--- config.mk ---
export PLATFORM = sky130hd
export DESIGN_NAME = pdm_modulator
export DESIGN_NICKNAME = d
export VERILOG_FILES = /design/src/rtl/pdm_modulator.sv
export SDC_FILE = /design/constraint.sdc
export NUM_CORES = 1
export LEC_CHECK = 0
export BUFFER_PORTS_ARGS = -buffer_cell sky130_fd_sc_hd__buf_2
export CAP_MARGIN = 5
export CORE_MARGIN = 2
export CORE_UTILIZATION = 60
export DETAILED_ROUTE_END_ITERATION = 8
export PLACE_DENSITY = 0.77
export SETUP_SLACK_MARGIN = 0.05
export SLEW_MARGIN = 40
export SYNTH_ARGS = -nofsm -noshare
export SYNTH_HDL_FRONTEND = slang
export SYNTH_SLANG_ARGS = --single-unit
--- constraint.sdc ---
create_clock -name clk -period 2.9 [get_ports clk]
set_clock_uncertainty 0.1 [all_clocks]
set_input_delay 0 -clock clk [delete_from_list [all_inputs] [get_ports clk]]
set_output_delay 0 -clock clk [all_outputs]
set_load 0.02 [all_outputs]
--- src/rtl/pdm_modulator.sv ---
// First-order sigma-delta PDM modulator: buffers one signed PCM sample over valid/ready
// and emits a 1-bit PDM stream plus its bit clock, with selectable data-change edge.
`timescale 1ns/1ps
module pdm_modulator #(
    parameter int unsigned WIDTH   = 16,
    parameter int unsigned CLK_DIV = 32,
    parameter int unsigned OSR     = 64
) (
    input  logic             clk,
    input  logic             reset,
    input  logic             en,
    input  logic             lr,
    input  logic [WIDTH-1:0] sample_in,
    input  logic             sample_valid,
    output logic             sample_ready,
    output logic             pdm_clk,
    output logic             pdm_out,
    output logic             underrun
);

    localparam int unsigned DIV_W = (CLK_DIV > 1) ? $clog2(CLK_DIV) : 1;
    localparam int unsigned BIT_W = (OSR > 1) ? $clog2(OSR) : 1;
    localparam logic [DIV_W-1:0] DIV_LAST = DIV_W'(CLK_DIV - 1);
    localparam logic [DIV_W-1:0] DIV_HALF = DIV_W'(CLK_DIV / 2 - 1);
    localparam logic [BIT_W-1:0] BIT_LAST = BIT_W'(OSR - 1);

    logic [DIV_W-1:0] r_div_cnt;
    logic [BIT_W-1:0] r_bit_cnt;
    logic [WIDTH-1:0] r_acc;
    logic [WIDTH-1:0] r_active;
    logic [WIDTH-1:0] r_hold;
    logic             r_full;
    logic             r_lr_q;
    logic             r_pdm_clk;
    logic             r_pdm_out;
    logic             r_underrun;

    logic             w_rise;
    logic             w_fall;
    logic             w_step;
    logic             w_bnd;
    logic             w_take;
    logic [WIDTH-1:0] w_u;
    logic [WIDTH:0]   w_sum;

    // Event decode: lr picks the rising edge directly; falling steps use the lr latched
    // at the previous rising event so each period gets exactly one step.
    always_comb begin
        w_rise = en && (r_div_cnt == DIV_LAST);
        w_fall = en && (r_div_cnt == DIV_HALF);
        w_step = (w_rise && lr) || (w_fall && !r_lr_q);
        w_bnd  = w_step && (r_bit_cnt == BIT_LAST);
        w_take = sample_valid && !r_full;
        w_u    = {~r_active[WIDTH-1], r_active[WIDTH-2:0]};
        w_sum  = {1'b0, r_acc} + {1'b0, w_u};
    end

    assign sample_ready = reset && !r_full;
    assign pdm_clk      = r_pdm_clk;
    assign pdm_out      = r_pdm_out;
    assign underrun     = r_underrun;

    always_ff @(posedge clk or negedge reset) begin
        if (!reset) begin
            r_div_cnt  <= '0;
            r_bit_cnt  <= '0;
            r_acc      <= '0;
            r_active   <= '0;
            r_hold     <= '0;
            r_full     <= 1'b0;
            r_lr_q     <= 1'b0;
            r_pdm_clk  <= 1'b0;
            r_pdm_out  <= 1'b0;
            r_underrun <= 1'b0;
        end else begin
            r_underrun <= 1'b0;
            if (w_take) begin
                r_hold <= sample_in;
                r_full <= 1'b1;
            end
            if (!en) begin
                r_div_cnt <= '0;
                r_bit_cnt <= '0;
                r_acc     <= '0;
                r_pdm_clk <= 1'b0;
                r_pdm_out <= 1'b0;
            end else begin
                r_div_cnt <= w_rise ? '0 : r_div_cnt + DIV_W'(1);
                if (w_rise) begin
                    r_pdm_clk <= 1'b1;
                    r_lr_q    <= lr;
                end
                if (w_fall) begin
                    r_pdm_clk <= 1'b0;
                end
                if (w_step) begin
                    r_pdm_out <= w_sum[WIDTH];
                    r_acc     <= w_sum[WIDTH-1:0];
                    r_bit_cnt <= (r_bit_cnt == BIT_LAST) ? '0 : r_bit_cnt + BIT_W'(1);
                    // Boundary: swap in the buffered sample, or flag that none arrived
                    if (w_bnd) begin
                        if (r_full) begin
                            r_active <= r_hold;
                            r_full   <= 1'b0;
                        end else begin
                            r_underrun <= 1'b1;
                        end
                    end
                end
            end
        end
    end

endmodule
Word level (Yosys, flattened, before mapping)

Index checks and enable logic that the tools add are counted.

Bitwise gates (word level): 1
$add $sub $neg: 3
Muxes and demuxes: 21
Eq/ne operators: 5
Reduce and logical (&&, ||, !) cells: 12

Operators by type and width:

| operator                                                                | number |
|---|---|
| 16-bit two-way mux                                                      | 2 |
| 6-bit two-way mux                                                       | 3 |
| 16-bit by 16-bit adder with 17-bit output                               | 1 |
| 1-bit two-way mux                                                       | 14 |
| 5-bit two-way mux                                                       | 2 |
| 1-bit logical AND                                                       | 7 |
| 6-bit by 1-bit adder with 6-bit output, second input constant           | 1 |
| 6-bit == test, second input constant                                    | 1 |
| 5-bit by 1-bit adder with 5-bit output, second input constant           | 1 |
| 5-bit by 4-bit == test with 1-bit output, second input constant         | 1 |
| 5-bit == test, second input constant                                    | 1 |
| 4-bit AND reduction                                                     | 1 |
| 3-bit by 1-bit inequality test with 1-bit output, second input constant | 1 |
| 1-bit logical NOT                                                       | 2 |
| 2-bit by 1-bit inequality test with 1-bit output, second input constant | 1 |
| 2-bit AND reduction                                                     | 1 |
| 1-bit logical OR                                                        | 1 |
| 1-bit inverter                                                          | 1 |

Bits in registers: 64
Logic and storage cells: 52
Input port bits: 21
Output and inout bits: 4

Logic depth before layout (Yosys ltp)

Depth in word-level cells: 8
Mapped depth: 10
Gate-level depth less buffers: 9

Worst setup path before layout

Ideal clock, no wire load.

Kind: register to register
Start: register r_div_cnt[0]
End: register r_active[10]
Clock period less this slack: 2.221 ns
Library setup time: 0.125 ns
Required time: 2.675 ns
Arrival: 1.996 ns
Cell stages (with the launch flop): 11
Setup slack: 0.679 ns
Buffers on the path: 1
Path through: dfrtp_1 > ha_1 > and3_1 > ha_1 > nand2_1 > o21ai_2 > nand2_1 > nor2_2 > nand2_2 > buf_6 > mux2_4

Cells in the longest elaborated chain, start to end: 6
Elaborated cells on any way between the ends: 9
Classes of those cells: 2 x eq/ne; 7 x reduce/logical

RTL lines:

| item                                                                             | line   | RTL |
|---|---|---|
| start, declared                                                                  | 27     | `logic [DIV_W-1:0] r_div_cnt;` |
| start signal, assigned                                                           | 88     | `r_div_cnt <= w_rise ? '0 : r_div_cnt + DIV_W'(1);` |
| 5-bit == test / 5-bit by 4-bit == test with 1-bit output (equally long branches) | 49, 50 |  |
| 1-bit logical AND, on equally long branches                                      | 49, 50 |  |
| 1-bit logical AND                                                                | 51     | `w_step = (w_rise && lr) \|\| (w_fall && !r_lr_q);` |
| 1-bit logical OR (*)                                                             | 51     |  |
| 1-bit logical AND                                                                | 52     | `w_bnd = w_step && (r_bit_cnt == BIT_LAST);` |
| 4-bit AND reduction (no source line) (*)                                         | --     |  |
| end signal, assigned                                                             | 103    | `r_active <= r_hold;` |
| end, declared                                                                    | 30     | `logic [WIDTH-1:0] r_active;` |

Every way passes the cells marked *; elsewhere a longest branch is shown, timed or not.
A chain may end at the register's enable or synchronous reset.

Worst setup path after layout

Start: register r_div_cnt[0]
End: register r_active[15]

The elaborated chain is that of the path after synthesis.

==> results.cfg <==
[run_status]
status = complete, no violations

[power]
max-vdd-ir-drop_v = 0.000449
p_leak_nw = 1.95
powerDensity_nw_per_um2 = 458

[layout]
drive_gt1_frac = 0.238
stdcell_count = 425
fillers = 400
area_growth_pct = 17.1
n_antenna_cell = 0
post-route-util = 0.721
fin_nets = 392

[clocking]
cts_sinks = 64
cts_buffers = 9
clock_path_buffers = 2
cts_tree = done
post_cts_buffers = 0
ctsHoldBuffers = 19
cts_root_buf = clkbuf_8
htree_levels = 3
clk_pin_slew_worst_paths_ns = 0.07
insertion_delay_ns = 0.35
cts-resized-gates = 0

[place]
dp_cells = 392
io_buffers = 24
gp_congestion = 0.911
place_hpwl_um = 4440

[setup_path]
cp.arrival_ns = 2.67
cp_cell_sequence = ha_1 > and3_1 > ha_1 > nand2_1 > o21ai_2 > nand2_1 > nor2_2 > nand2_2 > mux2_2
worstPathMaxFanout = 17
crit_type = reg2reg
crit_path_start_kind = flop
end_kind = flop
required_ns = 3.02
cp_slowest_stage_delay_ns = 0.40
path_buf_inv = 0
critical-path-top-delay-family = simple AND/OR/NAND/NOR gates
slowest_stage = mux2_2

[sta]
slew-limit-headroom = 0.549
max_freq_ghz = 0.393
rsz0062_at_grt = false
setup_viol = 0
hold_viol_final = 0
finalSetupTns_ns = 0
min_period_over_period = 0.877
final_max_slew_viol_count = 0
worst_pin_slew_ns = 0.677
min_period_ns = 2.54

[floorplan]
die_w_um = 78.9
start_util = 0.615
dieArea_sq_um = 6230
rows = 27
core_area_sq_um = 5470
pin_count = 25
die_h_um = 78.9

[global_route]
grt_usage = 0.244
grt_max_degree = 36
grt_pass1_vias = 2408
globalRouteOverflowTotal = 0
grt_pass1_wl_um = 11600
antenna_found_initial = 0

[yosys]
ys_ff_latch = 64
yosys.area.top_type = dfrtp_1
synthFlopType = dfrtp_1
yosysWarningCount = 0
async_reset_ff_frac = 1.00
seq_area_frac_synth = 0.475
syn-cell-area_sq_um = 3370
synth-edff-count = 0
synthTopCellsByArea = dfrtp_1, mux2_2, ha_1, mux2_4, nand2_1
synth.most_common_cell = dfrtp_1
synth_nets = 344
syn-mean-instance-area_sq_um = 11.2
synth.distinct_cells = 53
synth_commonest_cells = dfrtp_1, nand2_1, mux2_2
synthCells = 302
synth_top_area_frac = 0.475

[routing]
drt_first_pass_iters = 5
drtAntennaViolNets = 0
drc = 0
drt_iter0_drc = 130
wirelength_um = 6880
dr_total_vias = 2440
routed_wire_length_per_instance_um = 16.2
viasPerCell = 5.74

[flow_run]
maxCapViolations = 0

[hold_path]
min_path_type = in2reg
where the power goes:
group	internal [mW]	switching [mW]
sequential	0.922	0.0169
combinational	0.0522	0.0414
clock	0.433	0.342
sequential cells by signal, summed over array words and instances (netlist names):
name,flops
pdm_clk,1
r_div_cnt,5
r_bit_cnt,6
r_active,16
r_full,1
r_hold,16
pdm_out,1
r_acc,16
r_lr_q,1
underrun,1
area by class of cell:
class / instances / area, sq um / share of cell area
Clock buffer: 11 / 151 / 0.0384
Multi-Input combinational cell: 220 / 1690 / 0.427
Tap cell: 72 / 90.1 / 0.0228
Timing Repair Buffer: 48 / 348 / 0.0882
Inverter: 7 / 26.3 / 0.00666
Clock inverter: 3 / 42.5 / 0.0108
Sequential cell: 64 / 1600 / 0.406
path summary, 6_finish.rpt:
path	startpoint	end	slack, ns	depth (start not counted)
max	r_div_cnt[0]$_DFF_PN0_	r_active[15]$_DFFE_PN0P_	0.36	9
max reg2reg	r_div_cnt[0]$_DFF_PN0_	r_active[15]$_DFFE_PN0P_	0.36	9
min in group asynchronous	reset	pdm_clk$_DFFE_PN0P_	0.13	2
max in group asynchronous	reset	r_active[7]$_DFFE_PN0P_	1.68	3
min reg2reg	r_div_cnt[0]$_DFF_PN0_	r_div_cnt[0]$_DFF_PN0_	0.36	1
min	en	pdm_out$_DFFE_PN0P_	0.05	3
routing by layer:
metal  vias to the layer above  share of wire  GRT usage
li1                       1179              -          -
met1                      1193           0.46      0.331
met2                        56           0.48      0.385
met3                        12          0.044     0.0500
met4                         0          0.016      0.102
met5                         -              0          0
metrics by stage:
stage	hold WS (ns)	area, sq um	power [mW]	setup slack, ns
final	0.0544	3950	1.81	0.357
after floorplan	-0.396	3370	0.985	0.679
after CTS	0.0509	3950	1.81	0.363
after global placement	-0.0171	3560	1.02	0.448
after detailed placement	-0.0198	3560	1.03	0.384
after global routing	0.0694	3950	1.86	0.255
cells in the final DEF, fill, tap and decap left out, types with 3 or more instances in the layout:
cell	Yosys	routed
dfrtp_1	64	64
nand2_1	32	32
mux2_2	24	24
buf_2	1	24
ha_1	20	20
dlygate4sd3_1	0	19
o21ai_0	17	17
a21oi_1	11	11
clkbuf_8	0	11
xor2_1	9	9
nor2_1	9	9
and2_1	9	9
mux2_4	9	9
nand3_1	8	8
inv_1	7	7
a21o_1	7	7
xnor2_1	6	6
nand4_1	5	5
a21boi_0	5	5
buf_4	1	5
nor3_1	4	4
a31oi_1	4	4
nor2b_1	3	3
o21a_1	3	3
o211a_1	3	3
kinds of logic (layout without fill, tap and decap cells):
kind of cell    Yosys count  count (layout)  share of synthesized area
compound gates           67              67                      0.135
xor+xnor                 15              15                     0.0390
fa+ha+maj                21              21                     0.0802
buf+inv                  18              69                     0.0241
flops                    64              64                      0.475
mux                      33              33                      0.120
simple gates             84              84                      0.126
worst min-delay path, stage by stage:
cell and delay (ns):
buf_2 0.11, buf_4 0.21, o211a_1 0.13
Note: power is estimated with default switching activity, not from simulation.
